$ cat src/rtl/frame_buffer_manager.sv
// N-buffer frame store manager: camera capture writes one buffer while the VGA side
// reads another, switching to the newest committed frame only at display frame start.
module frame_buffer_manager #(
  parameter int NUM_BUFFERS = 2,
  parameter int FRAME_W     = 320,
  parameter int FRAME_H     = 240,
  parameter int PIXEL_W     = 16,
  parameter int ADDR_W      = 17,
  parameter int RD_LAT      = 1,
  localparam int BUF_W      = (NUM_BUFFERS > 2) ? $clog2(NUM_BUFFERS) : 1
) (
  input  logic                           clock_50mhz,
  input  logic                           reset,
  input  logic                           enable,
  input  logic                           cam_frame_start,
  input  logic                           cam_pixel_valid,
  input  logic [PIXEL_W-1:0]             cam_pixel_data,
  input  logic                           disp_frame_start,
  input  logic [10:0]                    disp_x,
  input  logic [10:0]                    disp_y,
  input  logic [NUM_BUFFERS*PIXEL_W-1:0] mem_rd_data,
  output logic [NUM_BUFFERS-1:0]         mem_wr_en,
  output logic [ADDR_W-1:0]              mem_wr_addr,
  output logic [PIXEL_W-1:0]             mem_wr_data,
  output logic [ADDR_W-1:0]              mem_rd_addr,
  output logic [PIXEL_W-1:0]             pix_out,
  output logic                           pix_active,
  output logic [BUF_W-1:0]               disp_buf,
  output logic [15:0]                    frames_done,
  output logic [15:0]                    frames_dropped,
  output logic                           short_frame_err
);

  localparam int FRAME_PIX = FRAME_W * FRAME_H;
  localparam int CNT_W     = $clog2(FRAME_PIX + 1);
  localparam logic [CNT_W-1:0] LAST_PIX = CNT_W'(FRAME_PIX - 1);
  localparam logic [10:0]      FW_L     = 11'(FRAME_W);
  localparam logic [10:0]      FH_L     = 11'(FRAME_H);

  typedef enum logic [2:0] {
    IDLE, WAIT_SOF, CAPTURE, COMMIT, SELECT, WAIT_SWAP
  } wr_state_t;

  wr_state_t        state;
  logic [BUF_W-1:0] wr_buf;
  logic [BUF_W-1:0] latest;
  logic             have_frame;
  logic [CNT_W-1:0] wr_cnt;
  logic [BUF_W:0]   free_sel;

  // Lowest buffer index that is neither displayed nor holding the latest frame; MSB = found.
  function automatic logic [BUF_W:0] pick_free(input logic [BUF_W-1:0] busy_a,
                                               input logic [BUF_W-1:0] busy_b);
    logic [BUF_W:0] r;
    r = '0;
    for (int i = NUM_BUFFERS - 1; i >= 0; i--) begin
      if (BUF_W'(i) != busy_a && BUF_W'(i) != busy_b) r = {1'b1, BUF_W'(i)};
    end
    return r;
  endfunction

  assign free_sel = pick_free(disp_buf, latest);

  always_ff @(posedge clock_50mhz) begin
    if (reset) begin
      state           <= IDLE;
      wr_buf          <= BUF_W'(1);
      latest          <= '0;
      have_frame      <= 1'b0;
      wr_cnt          <= '0;
      mem_wr_en       <= '0;
      mem_wr_addr     <= '0;
      mem_wr_data     <= '0;
      frames_done     <= '0;
      frames_dropped  <= '0;
      short_frame_err <= 1'b0;
    end else begin
      mem_wr_en <= '0;
      case (state)
        IDLE: if (enable) state <= WAIT_SOF;
        WAIT_SOF: begin
          if (cam_frame_start) begin
            wr_cnt <= '0;
            state  <= CAPTURE;
          end
        end
        CAPTURE: begin
          if (cam_frame_start) begin
            short_frame_err <= 1'b1;
            wr_cnt          <= '0;
          end else if (cam_pixel_valid) begin
            // Never strobe the buffer on screen, whatever the sequencing above.
            if (wr_buf != disp_buf) mem_wr_en <= NUM_BUFFERS'(1) << wr_buf;
            mem_wr_addr <= ADDR_W'(wr_cnt);
            mem_wr_data <= cam_pixel_data;
            wr_cnt      <= wr_cnt + CNT_W'(1);
            if (wr_cnt == LAST_PIX) state <= COMMIT;
          end
        end
        COMMIT: begin
          latest      <= wr_buf;
          have_frame  <= 1'b1;
          frames_done <= frames_done + 16'd1;
          state       <= SELECT;
        end
        SELECT: begin
          if (free_sel[BUF_W]) begin
            wr_buf <= free_sel[BUF_W-1:0];
            state  <= enable ? WAIT_SOF : IDLE;
          end else begin
            state <= WAIT_SWAP;
          end
        end
        WAIT_SWAP: begin
          if (cam_frame_start) frames_dropped <= frames_dropped + 16'd1;
          if (disp_buf == latest) begin
            wr_buf <= free_sel[BUF_W-1:0];
            state  <= WAIT_SOF;
          end
        end
        default: state <= IDLE;
      endcase
    end
  end

  // Swap uses the registered latest, so a same-edge commit shows one display frame later.
  always_ff @(posedge clock_50mhz) begin
    if (reset) disp_buf <= '0;
    else if (disp_frame_start && have_frame) disp_buf <= latest;
  end

  logic              in_win_p0;
  logic [ADDR_W-1:0] rd_addr_p0;
  logic              vld_pn [RD_LAT+1];
  logic [BUF_W-1:0]  buf_pn [RD_LAT+1];

  assign in_win_p0  = have_frame && (disp_x < FW_L) && (disp_y < FH_L);
  assign rd_addr_p0 = ADDR_W'(disp_y) * ADDR_W'(FRAME_W) + ADDR_W'(disp_x);

  // p0 -> p1: address register; p1 .. p(1+RD_LAT): memory latency; then output register.
  always_ff @(posedge clock_50mhz) begin
    if (reset) begin
      mem_rd_addr <= '0;
      pix_out     <= '0;
      pix_active  <= 1'b0;
      for (int k = 0; k <= RD_LAT; k++) begin
        vld_pn[k] <= 1'b0;
        buf_pn[k] <= '0;
      end
    end else begin
      if (in_win_p0) mem_rd_addr <= rd_addr_p0;
      vld_pn[0] <= in_win_p0;
      buf_pn[0] <= disp_buf;
      for (int k = 1; k <= RD_LAT; k++) begin
        vld_pn[k] <= vld_pn[k-1];
        buf_pn[k] <= buf_pn[k-1];
      end
      pix_active <= vld_pn[RD_LAT];
      pix_out    <= vld_pn[RD_LAT] ? mem_rd_data[buf_pn[RD_LAT]*PIXEL_W +: PIXEL_W] : '0;
    end
  end

endmodule

$ cat config.mk
export PLATFORM = sky130hd
export DESIGN_NAME = frame_buffer_manager
export DESIGN_NICKNAME = d
export VERILOG_FILES = /design/src/rtl/frame_buffer_manager.sv
export SDC_FILE = /design/constraint.sdc
export NUM_CORES = 1
export LEC_CHECK = 0
export ABC_AREA = 1
export BUFFER_PORTS_ARGS = -buffer_cell sky130_fd_sc_hd__buf_2
export CELL_PAD_IN_SITES_DETAIL_PLACEMENT = 0
export CELL_PAD_IN_SITES_GLOBAL_PLACEMENT = 2
export CORE_UTILIZATION = 30
export DETAILED_ROUTE_END_ITERATION = 12
export PLACE_DENSITY = 0.9
export SETUP_SLACK_MARGIN = 0.1
export SYNTH_ARGS = -nofsm -noshare
export SYNTH_HDL_FRONTEND = slang
export SYNTH_SLANG_ARGS = --single-unit
export TNS_END_PERCENT = 50
$ cat constraint.sdc
create_clock -name clock_50mhz -period 7.05 [get_ports clock_50mhz]
set_input_delay 0.705 -clock clock_50mhz [delete_from_list [all_inputs] [get_ports clock_50mhz]]
set_output_delay 0.705 -clock clock_50mhz [all_outputs]
set_load 0.05 [all_outputs]
==> flow_summary.json, run 1 <==
{
  "status": "complete, no violations",
  "crit_path_max_fanout": 4,
  "dieHeight_um": 144,
  "post-cts-setup-buffers": 0,
  "final_setup_skew_ns": 0.00579,
  "detailedPlacementHpwl_um": 11600,
  "synth_flop_cell": "sky130_fd_sc_hd__dfxtp_1",
  "area_growth_pct": 30.0,
  "timing.critical_path.slowest_stage_cell": "sky130_fd_sc_hd__fa_1",
  "floorplan.io_pins": 179,
  "total_power_uw": 2170,
  "power_density_nw_per_um2": 278,
  "critical_path.top_delay_family": "adder cells",
  "syn-num-nets": 922,
  "post_synth.cell_area_avg_um2": 7.33,
  "most_common_cell_in_the_netlist": "sky130_fd_sc_hd__nand2_1",
  "core-area_um2": 19500,
  "crit_type": "input pin to register",
  "clock_tree_from_tritoncts": "done",
  "critical_path_required_ns": 7.35,
  "firstDrtPassIters": 4,
  "final_period_minus_worst_setup_slack_ns": 2.81,
  "grt-ovfl-total": 0,
  "detailed_place.area_um2": 7130,
  "post_synth_instance_area_um2": 6010,
  "timing.critical_path.slowest_cell_delay_ns": 0.44,
  "end_kind": "register",
  "holdCritPathClass": "register to register",
  "timing.fmax_ghz": 0.356,
  "clock_tree.root_cell": "sky130_fd_sc_hd__clkbuf_16",
  "totalNegativeSetupSlack_ns": 0,
  "worstPathArrival_ns": 3.11,
  "drtAntennaViolNets": 0,
  "p_leak_uw": 0.00377,
  "clk_pin_slew_worst_paths_ns": 0.06,
  "final_hold_viol_count": 0,
  "synth-async-reset-ratio_pct": 0,
  "max-clock-path-buffers": 2,
  "timing.max_slew.rel_slack_pct": 34.6,
  "postLayoutCoreUtil_pct": 40.0,
  "remaining_drc_errors": 0,
  "tightestPinTransition_ns": 0.979,
  "gpl.final_weighted_congestion": 0.802,
  "slew_violations": 0,
  "first_global_vias": 5160,
  "synth_largest_area_cell": "sky130_fd_sc_hd__dfxtp_1",
  "timing.final.setup_violations": 0,
  "cell_types_with_the_highest_counts_after_synthesis": "sky130_fd_sc_hd__nand2_1 (137), sky130_fd_sc_hd__dfxtp_1 (130), sky130_fd_sc_hd__nor2_1 (117)",
  "synth_enable_flop_cells": 0,
  "grt.total_usage_pct": 15.7,
  "post_drt_via_cell_ratio": 4.42,
  "cp_common_cell": "sky130_fd_sc_hd__ha_1",
  "final_min_period_over_clock_period_pct": 39.9,
  "placement.setup.worst_slack_ns": 3.82,
  "die_area_um2": 20600,
  "cts-buffers-inserted": 17,
  "first_iter_violations": 226,
  "post_route_cells_drive_above_1_share_pct": 24.4,
  "ir_drop_mv": 0.138,
  "grt_setup_unrepaired": "no",
  "fillers": 2055,
  "grt_antenna_before_repair": 2,
  "post_cts_resized": 0,
  "insertion_delay_of_the_later_clocked_pin_in_the_worst_skew_pair_ns": 0.41,
  "first_pass_grt_wire_length_um": 25200,
  "critical_path.startpoint_type": "input pin",
  "worst-r2r-setup-slack_ns": 4.48,
  "h_tree_depth_reported_by_cts": 4,
  "wl_per_cell_um": 12.3,
  "ys_seq_area_share_pct": 43.3,
  "ys_top_cells_by_area": "sky130_fd_sc_hd__dfxtp_1 (43%), sky130_fd_sc_hd__nand2_1 (8.6%), sky130_fd_sc_hd__nor2_1 (7.3%), sky130_fd_sc_hd__a21oi_1 (6.8%), sky130_fd_sc_hd__o21ai_0 (6.7%)",
  "post-synth-top-area-fraction_pct": 43.3,
  "layout.nets": 1096,
  "route.final.wire_length_um": 15600,
  "cts_hold_buf": 0,
  "number_of_clock_sinks": 130,
  "synth-warning-count": 0,
  "portBuffers": 178,
  "crit_buf_inv": 2,
  "antenna_cells": 0,
  "post_synth_num_cell_types": 44,
  "cap_violations": 0,
  "grt_max_degree": 81,
  "worst_slack_ns": 4.24,
  "dr_total_vias": 5620,
  "netlist_instances": 820,
  "path_cells": "buf_2 > ha_1 > ha_1 > fa_1 > ha_1 > a21oi_1 > a21boi_0 > nor2_1 > nand2_1 > nand3_1 > o211ai_1 > inv_1",
  "finalInstanceArea_um2": 7810,
  "chipWidth_um": 144,
  "synth-seq-cells": 130,
  "std_cell_rows": 51,
  "floorplan.initialDensity_pct": 30.8
}
## cell usage in the layout (no fill, tap or decap), types with 6 or more instances in the layout
cell and instances:
sky130_fd_sc_hd__buf_2 178, sky130_fd_sc_hd__nand2_1 137, sky130_fd_sc_hd__dfxtp_1 130, sky130_fd_sc_hd__nor2_1 117, sky130_fd_sc_hd__inv_1 97, sky130_fd_sc_hd__a21oi_1 82, sky130_fd_sc_hd__o21ai_0 80, sky130_fd_sc_hd__nand3_1 38
sky130_fd_sc_hd__ha_1 24, sky130_fd_sc_hd__clkbuf_16 17, sky130_fd_sc_hd__nor3_1 14, sky130_fd_sc_hd__nor2_2 9, sky130_fd_sc_hd__nand4_1 8, sky130_fd_sc_hd__bufinv_16 6
## tightest hold or removal path, delay by kind of cell (launching register included)
kind / cells / cell delay, ns
flops: 1 / 0.29
buf+inv: 1 / 0.04
simple gates: 1 / 0.03
## metrics by stage
step           hold WS, ns  instances
2_1_floorplan        0.388        820
3_3_place_gp         0.397       1240
3_5_place_dp         0.412       1240
4_1_cts              0.417       1272
5_1_grt              0.437       1272
6_report             0.412       1272
## worst paths after layout
path,to,start,cells after the start
max,mem_rd_addr[13],disp_y[1],12
max reg2reg,mem_wr_data[2],state[0],8
min reg2reg,buf_pn[0][1],buf_pn[0][0],2
min,buf_pn[0][1],buf_pn[0][0],2
## registers in the layout, summed over array words and instances (netlist names)
name             count
mem_wr_data         16
frames_done         16
state                3
mem_wr_addr         17
pix_out             16
wr_cnt              17
wr_buf               1
frames_dropped      16
disp_buf             1
short_frame_err      1
mem_rd_addr         17
pix_active           1
vld_pn               2
mem_wr_en            2
buf_pn               2
latest               1
have_frame           1
## area by class of cell
class	instances	area (um^2)	share of cell area, %
clock inverter	13	230	2.95
clock buffer	19	453	5.80
multi-input combinational	565	2920	37.4
tap	265	332	4.24
sequential	130	2600	33.3
inverter	101	379	4.85
timing repair buffer	179	898	11.5
## routing by layer
metal,routed length (um),vias to the layer above,global-route usage [%]
li1,-,3026,-
met1,7300,2448,19.3
met2,7150,130,25.9
met3,1000,12,4.97
met4,146,4,4.87
met5,31,-,0
## cell families (layout without fill, tap and decap cells)
group,after synthesis,in the layout,share of synthesized area (%)
flops,130,130,43.3
buf+inv,125,312,8.10
xor+xnor,6,6,0.875
simple gates,348,348,25.6
compound gates,185,185,16.5
fa+ha+maj,26,26,5.66
## where the power goes
group,internal (uW),switching (uW),total [uW]
combinational,108,256,365
sequential,769,24.6,793
clock,683,330,1010
(Power assumes the default switching activity.)
==> run 2, diff against run 1 <==
--- a/config.mk
+++ b/config.mk
@@ -9,9 +9,9 @@
 export BUFFER_PORTS_ARGS = -buffer_cell sky130_fd_sc_hd__buf_2
 export CELL_PAD_IN_SITES_DETAIL_PLACEMENT = 0
 export CELL_PAD_IN_SITES_GLOBAL_PLACEMENT = 2
-export CORE_UTILIZATION = 30
+export CORE_UTILIZATION = 28
 export DETAILED_ROUTE_END_ITERATION = 12
-export PLACE_DENSITY = 0.9
+export PLACE_DENSITY = 0.85
 export SETUP_SLACK_MARGIN = 0.1
 export SYNTH_ARGS = -nofsm -noshare
 export SYNTH_HDL_FRONTEND = slang
==> constraint.sdc (replaced) <==
create_clock -name clock_50mhz -period 2.8 [get_ports clock_50mhz]
set_input_delay 0.28 -clock clock_50mhz [delete_from_list [all_inputs] [get_ports clock_50mhz]]
set_output_delay 0.28 -clock clock_50mhz [all_outputs]
set_load 0.05 [all_outputs]
==> flow_summary.json, run 2 (synthesis results as in run 1) <==
{
  "p_int_uw": 3850,
  "final_min_period_over_clock_period_pct": 80.7,
  "dr_total_vias": 5659,
  "die_area_um2": 22000,
  "ff2ff_path_depth": 9,
  "totalNegativeSetupSlack_ns": 0,
  "switching_share_pct": 28.8,
  "remaining_drc_errors": 0,
  "route.final.wire_length_um": 16200,
  "antenna_cells": 0,
  "post_route_cells_drive_above_1_share_pct": 24.9,
  "timing.final.setup_violations": 0,
  "crit_path_max_fanout": 4,
  "h_tree_depth_reported_by_cts": 4,
  "layout.cells.most_common": "sky130_fd_sc_hd__buf_2",
  "path_cells": "buf_2 > ha_1 > ha_1 > fa_1 > ha_1 > a21oi_1 > a21boi_0 > buf_4 > nor2_1 > nand2_1 > nand2_1 > nand3_1 > nand2_1 > inv_1",
  "fillers": 2233,
  "crit_type": "input pin to register",
  "worst_hold_startpoint": "cam_pixel_data[2]",
  "cts-buffers-inserted": 17,
  "std_cell_rows": 53,
  "first_global_vias": 5272,
  "post_cts_resized": 0,
  "total_power_uw": 5400,
  "grt.total_usage_pct": 15.0,
  "critical_path_required_ns": 3.11,
  "grt-ovfl-total": 0,
  "grt_setup_unrepaired": "no",
  "most-common-layout-cells": "sky130_fd_sc_hd__buf_2 (178), sky130_fd_sc_hd__nand2_1 (137), sky130_fd_sc_hd__dfxtp_1 (130)",
  "status": "complete, no violations",
  "hold_path_end": "mem_wr_data[2]",
  "worst-r2r-setup-slack_ns": 0.81,
  "critical_path.startpoint_type": "input pin",
  "final_hold_viol_count": 0,
  "holdCritPathClass": "input pin to register",
  "chipWidth_um": 148,
  "r2r_end": "frames_done[14]",
  "cts_hold_buf": 0,
  "seqCellArea_um2": 2600,
  "timing.fmax_ghz": 0.443,
  "worstHoldPathCells": 3,
  "post_drt_via_cell_ratio": 4.39,
  "crit_buf_inv": 3,
  "timing.max_slew.rel_slack_pct": 55.4,
  "max-clock-path-buffers": 2,
  "wl_per_cell_um": 12.6,
  "clock_tree.root_cell": "sky130_fd_sc_hd__clkbuf_16",
  "first_pass_grt_wire_length_um": 26100,
  "top_regs": "mem_rd_addr: 17 flops, mem_wr_addr: 17 flops, wr_cnt: 17 flops",
  "cap_violations": 0,
  "slew_violations": 0,
  "end_kind": "register",
  "grt_antenna_before_repair": 0,
  "area_growth_pct": 30.6,
  "worstPathArrival_ns": 2.57,
  "layout.nets": 1102,
  "final_period_minus_worst_setup_slack_ns": 2.26,
  "dieHeight_um": 148,
  "power_density_nw_per_um2": 688,
  "timing.critical_path.slowest_stage_cell": "sky130_fd_sc_hd__fa_1",
  "core-area_um2": 21000,
  "clockPowerShare_pct": 45.6,
  "detailedPlacementHpwl_um": 12000,
  "timing.critical_path.slowest_cell_delay_ns": 0.44,
  "ir_drop_mv": 0.319,
  "portBuffers": 178,
  "clock_tree_from_tritoncts": "done",
  "floorplan.io_pins": 179,
  "critical_path.top_delay_family": "adder cells",
  "insertion_delay_of_the_later_clocked_pin_in_the_worst_skew_pair_ns": 0.41,
  "first_iter_violations": 261,
  "drtAntennaViolNets": 0,
  "gpl.final_weighted_congestion": 0.783,
  "number_of_clock_sinks": 130,
  "final_setup_skew_ns": 0.00883,
  "reg2reg_start": "state[0]",
  "pwr-share-comb_pct": 17.4,
  "switching_power_uw": 1550,
  "clk_pin_slew_worst_paths_ns": 0.06,
  "tightestPinTransition_ns": 0.668,
  "hold_ws_ns": 0.0889,
  "post-cts-setup-buffers": 0,
  "firstDrtPassIters": 6,
  "power.share.sequential_pct": 37.0,
  "p_leak_uw": 0.00378,
  "floorplan.initialDensity_pct": 28.6,
  "multi_input_comb_area_um2": 2920,
  "grt_max_degree": 46
}
==> run 2: layout make-up <==
class | instances | share of cell area (%)
flip-flops and latches | 130 | 33.2
inverters | 101 | 4.83
repair buffers | 185 | 12.0
clock buffers | 19 | 5.77
well taps | 275 | 4.38
clock inverters | 13 | 2.63
multi-input cells | 565 | 37.2
==> run 2: worst max-delay path by stage <==
stage               cells past startpoint       from  slack (ns)         endpoint
finish                                 14  disp_y[1]        0.54  mem_rd_addr[15]
CTS                                    14  disp_y[1]        0.54  mem_rd_addr[15]
global route                           14  disp_y[1]        0.30  mem_rd_addr[15]
detailed placement                     14  disp_y[1]        0.11  mem_rd_addr[15]
floorplan                              11  disp_y[1]        0.34  mem_rd_addr[13]
global placement                       14  disp_y[1]        0.13  mem_rd_addr[15]
==> run 2: power groups by stage <==
stage / Sequential, uW / Clock (uW) / Combinational, uW
after floorplan: 2200 / 0 / 515
after global placement: 2040 / 0 / 944
after detailed placement: 2040 / 0 / 944
after CTS: 2000 / 2530 / 948
after global routing: 2010 / 2610 / 1050
final: 2000 / 2460 / 939
==> run 2: tightest hold or removal path: cells and delay by family <==
kind	cells	cell delay (ns)
AND/OR/NAND/NOR	2	0.11
buffers and inverters	1	0.07
==> run 2: through the flow <==
step	instances	setup slack (ns)	cell area (um^2)	utilization [%]
3_5_place_dp	1256	0.106	7190	34.2
6_report	1288	0.541	7850	37.3
3_3_place_gp	1256	0.135	7190	34.2
4_1_cts	1288	0.541	7850	37.3
5_1_grt	1288	0.296	7850	37.3
2_1_floorplan	820	0.343	6010	-
==> run 2: layer usage <==
metal  part of all wire (%)  global-route usage, %
met5                      0                      0
met4                    1.4                   5.62
met3                    5.6                   3.80
met2                     46                   25.3
met1                     47                   18.1
==> run 3, diff against run 2 <==
==> constraint.sdc (replaced) <==
create_clock -name clock_50mhz -period 2.2 [get_ports clock_50mhz]
set_input_delay 0.22 -clock clock_50mhz [delete_from_list [all_inputs] [get_ports clock_50mhz]]
set_output_delay 0.22 -clock clock_50mhz [all_outputs]
set_load 0.05 [all_outputs]
==> flow_summary.json, run 3 (synthesis results as in run 1) <==
{
  "area_growth_pct": 34.0,
  "wl_per_cell_um": 12.6,
  "status": "complete, no violations",
  "cts_hold_buf": 0,
  "grt_max_degree": 46,
  "postLayoutCoreUtil_pct": 38.3,
  "ir_drop_mv": 0.502,
  "worstPathArrival_ns": 2.24,
  "max-clock-path-buffers": 2,
  "tightestPinTransition_ns": 0.711,
  "first_iter_violations": 225,
  "dieHeight_um": 148,
  "floorplan.io_pins": 179,
  "crit_path_max_fanout": 4,
  "final_min_period_over_clock_period_pct": 87.6,
  "post-cts-setup-buffers": 0,
  "final_hold_viol_count": 0,
  "layout.nets": 1117,
  "timing.final.setup_violations": 0,
  "holdCritPathClass": "input pin to register",
  "worst_hold_startpoint": "disp_x[1]",
  "std_cell_rows": 53,
  "ff2ff_path_depth": 11,
  "reg2reg_start": "state[0]",
  "number_of_clock_sinks": 130,
  "die_area_um2": 22000,
  "final_setup_skew_ns": 0.00992,
  "crit_type": "input pin to register",
  "critical_path_required_ns": 2.51,
  "post_cts_resized": 0,
  "portBuffers": 178,
  "clock_tree.root_cell": "sky130_fd_sc_hd__clkbuf_16",
  "firstDrtPassIters": 4,
  "slew_violations": 0,
  "worstHoldPathCells": 3,
  "clock_tree_from_tritoncts": "done",
  "floorplan.initialDensity_pct": 28.6,
  "insertion_delay_of_the_later_clocked_pin_in_the_worst_skew_pair_ns": 0.41,
  "core-area_um2": 21000,
  "hold_path_end": "mem_rd_addr[1]",
  "post_drt_via_cell_ratio": 4.37,
  "detailedPlacementHpwl_um": 12300,
  "end_kind": "register",
  "most-common-layout-cells": "sky130_fd_sc_hd__buf_2 (178), sky130_fd_sc_hd__nand2_1 (137), sky130_fd_sc_hd__dfxtp_1 (130)",
  "layout.cells.most_common": "sky130_fd_sc_hd__buf_2",
  "grt.total_usage_pct": 15.1,
  "top_regs": "mem_rd_addr: 17 flops, mem_wr_addr: 17 flops, wr_cnt: 17 flops",
  "p_leak_uw": 0.00387,
  "grt_setup_unrepaired": "no",
  "timing.fmax_ghz": 0.519,
  "h_tree_depth_reported_by_cts": 4,
  "remaining_drc_errors": 0,
  "worst-r2r-setup-slack_ns": 0.44,
  "r2r_end": "wr_cnt[7]",
  "gpl.final_weighted_congestion": 0.783,
  "power_density_nw_per_um2": 876,
  "clk_pin_slew_worst_paths_ns": 0.06,
  "critical_path.startpoint_type": "input pin",
  "drtAntennaViolNets": 0,
  "chipWidth_um": 148,
  "first_global_vias": 5232,
  "worst_slack_ns": 0.272,
  "cts-buffers-inserted": 17,
  "grt_antenna_before_repair": 1,
  "dr_total_vias": 5699,
  "post_route_cells_drive_above_1_share_pct": 26.3,
  "final_period_minus_worst_setup_slack_ns": 1.93,
  "cap_violations": 0,
  "placement.setup.worst_slack_ns": -0.145,
  "first_pass_grt_wire_length_um": 26300,
  "timing.max_slew.rel_slack_pct": 52.5,
  "route.final.wire_length_um": 16500,
  "fillers": 2244,
  "grt-ovfl-total": 0
}
-- run 3: worst max path at each step --
stage	startpoint	endpoint	slack, ns	cells after the start
floorplan	disp_y[0]	mem_rd_addr[11]	0.10	10
global placement	disp_y[1]	mem_rd_addr[16]	-0.10	12
detailed placement	disp_y[1]	mem_rd_addr[11]	-0.14	11
CTS	disp_y[1]	mem_rd_addr[11]	0.30	11
global route	disp_y[1]	mem_rd_addr[12]	0.14	12
finish	disp_y[1]	mem_rd_addr[16]	0.27	12
-- run 3: layout make-up --
| class | instances | area [um^2] | area share, % |
|---|---|---|---|
| well taps | 275 | 344 | 4.27 |
| multi-input cells | 565 | 2970 | 37.0 |
| repair buffers | 200 | 1070 | 13.3 |
| clock buffers | 23 | 478 | 5.94 |
| clock inverters | 9 | 200 | 2.49 |
| flip-flops and latches | 130 | 2600 | 32.3 |
| diodes | 1 | 2.50 | 0.0311 |
| inverters | 101 | 379 | 4.71 |
-- run 3: through the flow --
| step | power, uW | cells | cell area [um^2] | hold WS, ns | TNS, ns |
|---|---|---|---|---|---|
| finish | 7050 | 1304 | 8050 | 0.0295 | 0 |
| global route | 7410 | 1303 | 8050 | 0.0238 | 0 |
| CTS | 7160 | 1303 | 8050 | 0.00935 | 0 |
| detailed placement | 3870 | 1271 | 7370 | 0.395 | -0.664 |
| global placement | 3880 | 1271 | 7370 | 0.393 | -0.499 |
| floorplan | 3490 | 820 | 6060 | 0.355 | 0 |
-- run 3: metal layers --
metal	up-vias	share of wire, %	global-route usage, %	wire (um)
met4	0	1.0	5.15	172
met2	129	47	25.7	7750
met1	2492	46	18.3	7560
met5	-	0	0	0
li1	3067	-	-	-
met3	11	5.9	4.02	971
-- run 3: worst max-delay path, stage by stage --
cell and delay (ns):
sky130_fd_sc_hd__buf_2 0.14, sky130_fd_sc_hd__ha_4 0.25, sky130_fd_sc_hd__ha_4 0.16, sky130_fd_sc_hd__fa_1 0.50
sky130_fd_sc_hd__ha_4 0.31, sky130_fd_sc_hd__nand2_1 0.05, sky130_fd_sc_hd__nand2_1 0.07, sky130_fd_sc_hd__nand3_1 0.14
sky130_fd_sc_hd__nor2_1 0.17, sky130_fd_sc_hd__a21oi_1 0.09, sky130_fd_sc_hd__nor2_1 0.10, sky130_fd_sc_hd__nor2_1 0.04
-- run 3: where the power goes --
group	leakage [uW]	switching (uW)	internal, uW
clock network	0.000324	1020	2220
logic	0.00250	859	415
registers	0.00105	77.3	2460
total	0.00387	1960	5100
